==> src/rtl/dmem_arbiter.sv <==
// Shares the single-port data memory between requester A (CPU) and requester B (loader/debug).
// After reset it zeroes the memory, then it grants req/ack transactions round-robin.
module dmem_arbiter #(
   parameter int ADDR_W         = 16,
   parameter int CLEAR_DEPTH    = 65536,
   parameter bit CLEAR_ON_RESET = 1'b1
) (
   input  logic        clk,
   input  logic        rst,
   input  logic        a_req,
   input  logic        a_we,
   input  logic [31:0] a_addr,
   input  logic [31:0] a_wdata,
   output logic        a_ack,
   output logic [31:0] a_rdata,
   output logic        a_err,
   input  logic        b_req,
   input  logic        b_we,
   input  logic [31:0] b_addr,
   input  logic [31:0] b_wdata,
   output logic        b_ack,
   output logic [31:0] b_rdata,
   output logic        b_err,
   output logic        busy,
   output logic        clear_done,
   output logic        mem_en,
   output logic        mem_rw,
   output logic [31:0] mem_addr,
   output logic [31:0] mem_wdata,
   input  logic [31:0] mem_rdata
);

   typedef enum logic [1:0] {S_CLEAR, S_IDLE, S_ISSUE, S_RESP} state_t;

   localparam logic [31:0] CLR_LAST = 32'(CLEAR_DEPTH - 1);

   state_t      state;
   logic [31:0] clr_cnt;
   logic        last_b;
   logic        owner_b;
   logic        rd_pend;

   logic        grant_a;
   logic        req_we;
   logic [31:0] req_addr;
   logic [31:0] req_wdata;
   logic        req_bad;

   // A wins on contention unless it was the previous winner.
   always_comb begin
      grant_a   = a_req && (!b_req || last_b);
      req_we    = grant_a ? a_we    : b_we;
      req_addr  = grant_a ? a_addr  : b_addr;
      req_wdata = grant_a ? a_wdata : b_wdata;
      req_bad   = (req_addr >> ADDR_W) != 32'd0;
   end

   // Outputs are registered on entry to a state, so they line up with the state register.
   always_ff @(posedge clk) begin
      if (rst) begin
         state      <= CLEAR_ON_RESET ? S_CLEAR : S_IDLE;
         clr_cnt    <= '0;
         last_b     <= 1'b1;
         owner_b    <= 1'b0;
         rd_pend    <= 1'b0;
         a_ack      <= 1'b0;
         a_err      <= 1'b0;
         b_ack      <= 1'b0;
         b_err      <= 1'b0;
         busy       <= 1'b0;
         clear_done <= 1'b0;
         mem_en     <= 1'b0;
         mem_rw     <= 1'b0;
         mem_addr   <= '0;
         mem_wdata  <= '0;
      end else begin
         mem_en    <= 1'b0;
         mem_rw    <= 1'b0;
         mem_addr  <= '0;
         mem_wdata <= '0;
         a_ack     <= 1'b0;
         a_err     <= 1'b0;
         b_ack     <= 1'b0;
         b_err     <= 1'b0;
         case (state)
            S_CLEAR: begin
               mem_en   <= 1'b1;
               mem_rw   <= 1'b1;
               mem_addr <= clr_cnt;
               clr_cnt  <= clr_cnt + 32'd1;
               busy     <= 1'b1;
               if (clr_cnt == CLR_LAST) begin
                  state <= S_IDLE;
                  busy  <= 1'b0;
               end
            end
            S_IDLE: begin
               clear_done <= 1'b1;
               busy       <= 1'b0;
               if (a_req || b_req) begin
                  last_b  <= !grant_a;
                  owner_b <= !grant_a;
                  rd_pend <= !req_we && !req_bad;
                  busy    <= 1'b1;
                  if (req_bad) begin
                     state <= S_RESP;
                     a_ack <= grant_a;
                     a_err <= grant_a;
                     b_ack <= !grant_a;
                     b_err <= !grant_a;
                  end else begin
                     state     <= S_ISSUE;
                     mem_en    <= 1'b1;
                     mem_rw    <= req_we;
                     mem_addr  <= req_addr;
                     mem_wdata <= req_wdata;
                  end
               end
            end
            S_ISSUE: begin
               state <= S_RESP;
               busy  <= 1'b1;
               a_ack <= !owner_b;
               b_ack <= owner_b;
            end
            S_RESP: begin
               state <= S_IDLE;
               busy  <= 1'b0;
            end
            default: begin
               state <= S_IDLE;
               busy  <= 1'b0;
            end
         endcase
      end
   end

   // Read data arrives from the memory's own output register during the ack cycle.
   assign a_rdata = (a_ack && rd_pend) ? mem_rdata : 32'd0;
   assign b_rdata = (b_ack && rd_pend) ? mem_rdata : 32'd0;

endmodule

==> config.mk <==
export PLATFORM = sky130hd
export DESIGN_NAME = dmem_arbiter
export DESIGN_NICKNAME = d
export VERILOG_FILES = /design/src/rtl/dmem_arbiter.sv
export SDC_FILE = /design/constraint.sdc
export NUM_CORES = 1
export LEC_CHECK = 0
export BUFFER_PORTS_ARGS = -buffer_cell sky130_fd_sc_hd__clkbuf_2
export CAP_MARGIN = 20
export CORE_AREA = 2 2 118 120
export CTS_CLUSTER_DIAMETER = 50
export DETAILED_ROUTE_END_ITERATION = 10
export DIE_AREA = 0 0 120 122
export HOLD_SLACK_MARGIN = 0.03
export PLACE_DENSITY = 0.74
export SETUP_SLACK_MARGIN = 0.4
export SLEW_MARGIN = 20
export SYNTH_ARGS = -nofsm -noshare
export SYNTH_HDL_FRONTEND = slang
export SYNTH_SLANG_ARGS = --single-unit
==> constraint.sdc <==
create_clock -name clk -period 6.9 [get_ports clk]
set_input_delay 0.69 -clock clk [delete_from_list [all_inputs] [get_ports clk]]
set_output_delay 0.69 -clock clk [all_outputs]
set_load 0.05 [all_outputs]
Word level (Yosys, flattened, before mapping)
Index checks and enable logic that the tools add are counted.
Widths: inputs -> output; s select.
{ "op_classes": {"mux": 27, "n_eq_ne": 6, "add_sub_neg": 1, "n_bitwise": 2, "reduce_logical": 17} }
{ "ops": {"columns": ["cell", "count"], "rows": [
  ["$mux 32", 6],
  ["$pmux 32 s2", 1],
  ["$add 32x1->32 const B", 1],
  ["$eq 32x16->1 const B", 1],
  ["$reduce_bool 32->1", 1],
  ["$mux 1", 12],
  ["$pmux 1 s2", 4],
  ["$pmux 2 s4", 1],
  ["$logic_not 1->1", 5],
  ["$eq 2x2->1 const B", 2],
  ["$logic_and 1x1->1", 4],
  ["$mux 2", 2],
  ["$ne 2x2->1 const B", 2],
  ["$pmux 1 s4", 1],
  ["$reduce_and 2->1", 2],
  ["$reduce_or 4->1", 1],
  ["$eq 2x1->1 const B", 1],
  ["$logic_not 2->1", 1],
  ["$logic_or 1x1->1", 2],
  ["$not 1->1", 2],
  ["$reduce_or 2->1", 1]
]} }
{ "totals": {"reg_bits": 109, "in_bits": 166, "elab_cells": 68, "output_inout_bits": 136} }

Depth between registers and ports, before layout
{ "depth": {"ltp_word": 8, "depth_mapped": 9, "depth_no_buf": 7} }

Worst setup path before layout
OpenSTA, ideal clock, no wires.
{ "synth_path": {"kind": "reg-to-reg", "startpoint": "register state[0]", "endpoint": "register clr_cnt[26]", "arrival_ns": 2.227, "period_less_slack_ns": 2.297, "setup_slack_ns": 4.603, "setup_time_ns": 0.071, "path_buffers": 2, "t_required_ns": 6.829, "stages_incl_launch_ff": 10, "cell_sequence": "dfxtp_1 inv_1 ha_1 clkbuf_1 nand3_1 or2_2 clkbuf_1 or4_1 or3_1 a21oi_1"} }
{ "synth_between": {"elab_chain_len": 1} }
{ "synth_rtl": {"columns": ["item", "line", "rtl"], "rows": [
  ["start: declaration", "37", "state_t state;"],
  ["start signal: assignment", "61", "state <= CLEAR_ON_RESET ? S_CLEAR : S_IDLE;"],
  ["$logic_not 2->1", "85", "case (state)"],
  ["end signal: assignment", "90", "clr_cnt <= clr_cnt + 32'd1;"],
  ["end: declaration", "38", "logic [31:0] clr_cnt;"]
]} }
Every way passes these cells.
A chain may end at the register's enable or synchronous reset.

Final worst setup path
{ "layout_path": {"startpoint": "register state[0]", "endpoint": "register clr_cnt[31]"} }
Same word-level chain as after synthesis.

==> flow_summary.yaml <==
logic_synthesis:
  synth_edf_count: 0
  syn-cell-area_um2: 4680
  synth_seq_cells: 109
  ys_types: 42
  ys_warn_count: 0
  synth_cells: 562
  synthFlopType: "dfxtp_1"
  async_flop_share_pct: 0
  yosysSeqAreaShare_pct: 46.6
  avgSynthCellArea_um2: 8.33
  syn_nets: 732
die:
  initial_core_util_pct: 34.7
  die_h_um: 122
  io_pins: 302
  die_area_um2: 14600
  die_w_um: 120
  fp-row-count: 43
  core_area_um2: 13500
timing:
  rsz0062_at_grt: "false"
  finalSetupViolCount: 0
  finalHoldViolations: 0
  finalSetupTns_ns: 0
  min_period_ns: 2.73
  tightest_slew_ns: 1.01
  fin_crit_sh_pct: 39.6
  fin_skew_ns: 0.00984
  hold_slack_ns: 0.481
  relSlewSlack_pct: 32.6
  slew_violations: 0
  max_freq_mhz: 366
pwr:
  peakVddDrop_v: 0.000110
  internal-power_mw: 1.08
  power.switching_fraction_pct: 28.8
  pwr-share-seq_pct: 44.4
  p_switching_mw: 0.438
  clkPwrFrac_pct: 37.6
  p_leak_nw: 3.42
  power_mw: 1.52
  p_per_area_nw_per_um2: 228
  pwr-share-comb_pct: 17.9
layout:
  fin_cells: 1026
  nets: 1007
  final_cell_mix: "301 x clkbuf_2, 109 x dfxtp_1, 94 x nand2_1"
  design_area_um2: 6650
  final_layout_size_suffix_gt1_share_pct: 39.0
  layout_commonest_cell: "clkbuf_2"
  area_delta_synth_final_pct: 42.1
clocking:
  cts_root_buf: "clkbuf_16"
  holdBufCountCts: 0
  htreeDepth: 3
  post_cts_resize_count: 0
  clockBufferDepth: 2
  cts_made_buffers: 9
  cts.sinks: 109
  cts.clk_slew.worst_paths_ns: 0.07
  cts_setup_buffers: 0
  clk_latency_ns: 0.35
  cts_tree: "done"
grt:
  grt-ovfl-total: 0
  grt_pass1_vias: 4524
  gr-usage-all-layers_pct: 20.0
  grt_pass1_wl_mm: 23.0
  antenna_found_initial: 6
  grt_max_degree: 66
routing:
  vias_per_cell: 4.76
  wl_per_cell_um: 14.9
  ant_nets: 0
  firstDrtPassIters: 4
  drc_errors: 0
  routed_wl_mm: 15.3
  drt_iter0_drc: 211
  vias: 4888
worst_hold_path:
  hp-class: "reg -> reg"
  hold_end: "clear_done"
  hold_path_startpoint: "clear_done"
  hold_path_depth: 2
critical_path:
  critical_path_class: "reg -> reg"
  worst_r2r_path_depth: 7
  cp.required_ns: 7.16
  startpoint: "state[0]"
  r2r_start: "state[0]"
  crit_family: "simple AND/OR/NAND/NOR gates"
  r2r_slack_ns: 4.17
  critPathBufInv: 1
  critPathMaxFanout: 11
  cp-start-kind: "flip-flop"
  r2r-end: "clr_cnt[31]"
  crit_path_end_kind: "flip-flop"
  worst_path_largest_cell_delay_ns: 0.61
  critical_path.slowest_cell: "or4b_1"
  crit_arrival_ns: 2.99
  cp_cell_sequence: "inv_1 -> ha_1 -> nand4_1 -> nor2_1 -> or4b_1 -> or4_1 -> a21oi_1"
place:
  dpl.cell_count: 1006
  hpwl_mm: 11.5
  io_buffers: 301
  place.gp.congestion: 0.778
  dpl_cell_area_um2: 6310
run_status:
  status: "complete, no violations"
flow_run:
  maxCapViolations: 0
## through the flow
stage                     setup slack (ns)  utilization (%)
after floorplan                       4.60                -
after global placement                4.09             46.7
after detailed placement              3.91             46.7
after CTS                             4.19             49.1
after global routing                  3.83             49.2
final                                 4.17             49.3
## cell type report
cell class,instances,area [µm²]
Inverter,9,33.8
Fill cell,1336,6850
Clock inverter,7,105
Timing Repair Buffer,303,1520
Sequential cell,109,2180
Tap cell,180,225
Antenna cell,4,10.0
Multi-Input combinational cell,405,2350
Clock buffer,9,225
## logic make-up (layout without fill, tap and decap cells)
| family | Yosys count | after routing | share of synthesized area [%] |
|---|---|---|---|
| AOI/OAI and AO/OA | 84 | 84 | 9.71 |
| xor gates and xnor gates | 21 | 21 | 3.93 |
| adders and majority gates | 4 | 4 | 1.07 |
| buffers and inverters | 48 | 328 | 3.88 |
| DFF | 109 | 109 | 46.6 |
| muxes | 19 | 19 | 4.06 |
| other | 0 | 4 | 0 |
| and+or+nand+nor | 277 | 277 | 30.7 |
## worst reg2reg max path, cell delays in order (launching register included)
cell	delay (ns)
dfxtp_1	0.31
inv_1	0.09
ha_1	0.41
nand4_1	0.33
nor2_1	0.29
or4b_1	0.61
or4_1	0.45
a21oi_1	0.14
## sequential cells by signal, summed over array words and instances, names as in the netlist
| signal | cells |
|---|---|
| busy | 1 |
| mem_addr | 32 |
| owner_b | 1 |
| mem_wdata | 32 |
| state | 2 |
| clear_done | 1 |
| b_err | 1 |
| a_ack | 1 |
| mem_rw | 1 |
| a_err | 1 |
| last_b | 1 |
| clr_cnt | 32 |
| rd_pend | 1 |
| mem_en | 1 |
| b_ack | 1 |
## power groups by stage
stage | Combinational (mW) | Sequential (mW) | Clock, mW
2_1_floorplan | 0.129 | 0.730 | 0
3_3_place_gp | 0.269 | 0.689 | 0
3_5_place_dp | 0.272 | 0.689 | 0
4_1_cts | 0.273 | 0.675 | 0.590
5_1_grt | 0.302 | 0.678 | 0.614
6_report | 0.272 | 0.674 | 0.572
## how the worst max path moves through the flow
stage / end / slack (ns) / cells past startpoint
floorplan: clr_cnt[26] / 4.60 / 9
global placement: mem_addr[5] / 4.09 / 6
detailed placement: mem_addr[9] / 3.91 / 6
CTS: clr_cnt[31] / 4.19 / 7
global route: clr_cnt[31] / 3.83 / 7
finish: clr_cnt[31] / 4.17 / 7
## Yosys cell counts (2+ instances only)
| library cell | instances | share of area, % |
|---|---|---|
| clkbuf_1 | 38 | 3.0 |
| nand4b_1 | 2 | 0.37 |
| nand2_1 | 95 | 7.6 |
| nand4_1 | 7 | 0.94 |
| nor2_1 | 34 | 2.7 |
| inv_1 | 9 | 0.72 |
| or2_2 | 2 | 0.27 |
| or3_1 | 9 | 1.2 |
| xnor2_1 | 10 | 1.9 |
| nand2b_1 | 2 | 0.27 |
| nand3b_1 | 3 | 0.48 |
| nor4_1 | 14 | 1.9 |
| or4_1 | 4 | 0.64 |
| o21ai_0 | 27 | 2.9 |
| nand3_1 | 9 | 0.96 |
| dfxtp_1 | 109 | 47 |
| and3_1 | 66 | 8.8 |
| nor3_1 | 6 | 0.64 |
| mux2i_1 | 19 | 4.1 |
| ha_1 | 4 | 1.1 |
| xor2_1 | 11 | 2.1 |
| o21a_1 | 2 | 0.32 |
| and2_1 | 16 | 2.1 |
| a21oi_1 | 46 | 4.9 |
## layer usage
layer	global-route usage (%)	vias up	routed length, µm
met5	0	-	23
met4	8.38	4	316
met3	5.99	27	1010
met2	36.8	146	8000
met1	21.1	2223	5900
li1	-	2488	-
No activity file was read; power rests on OpenSTA's default activity.
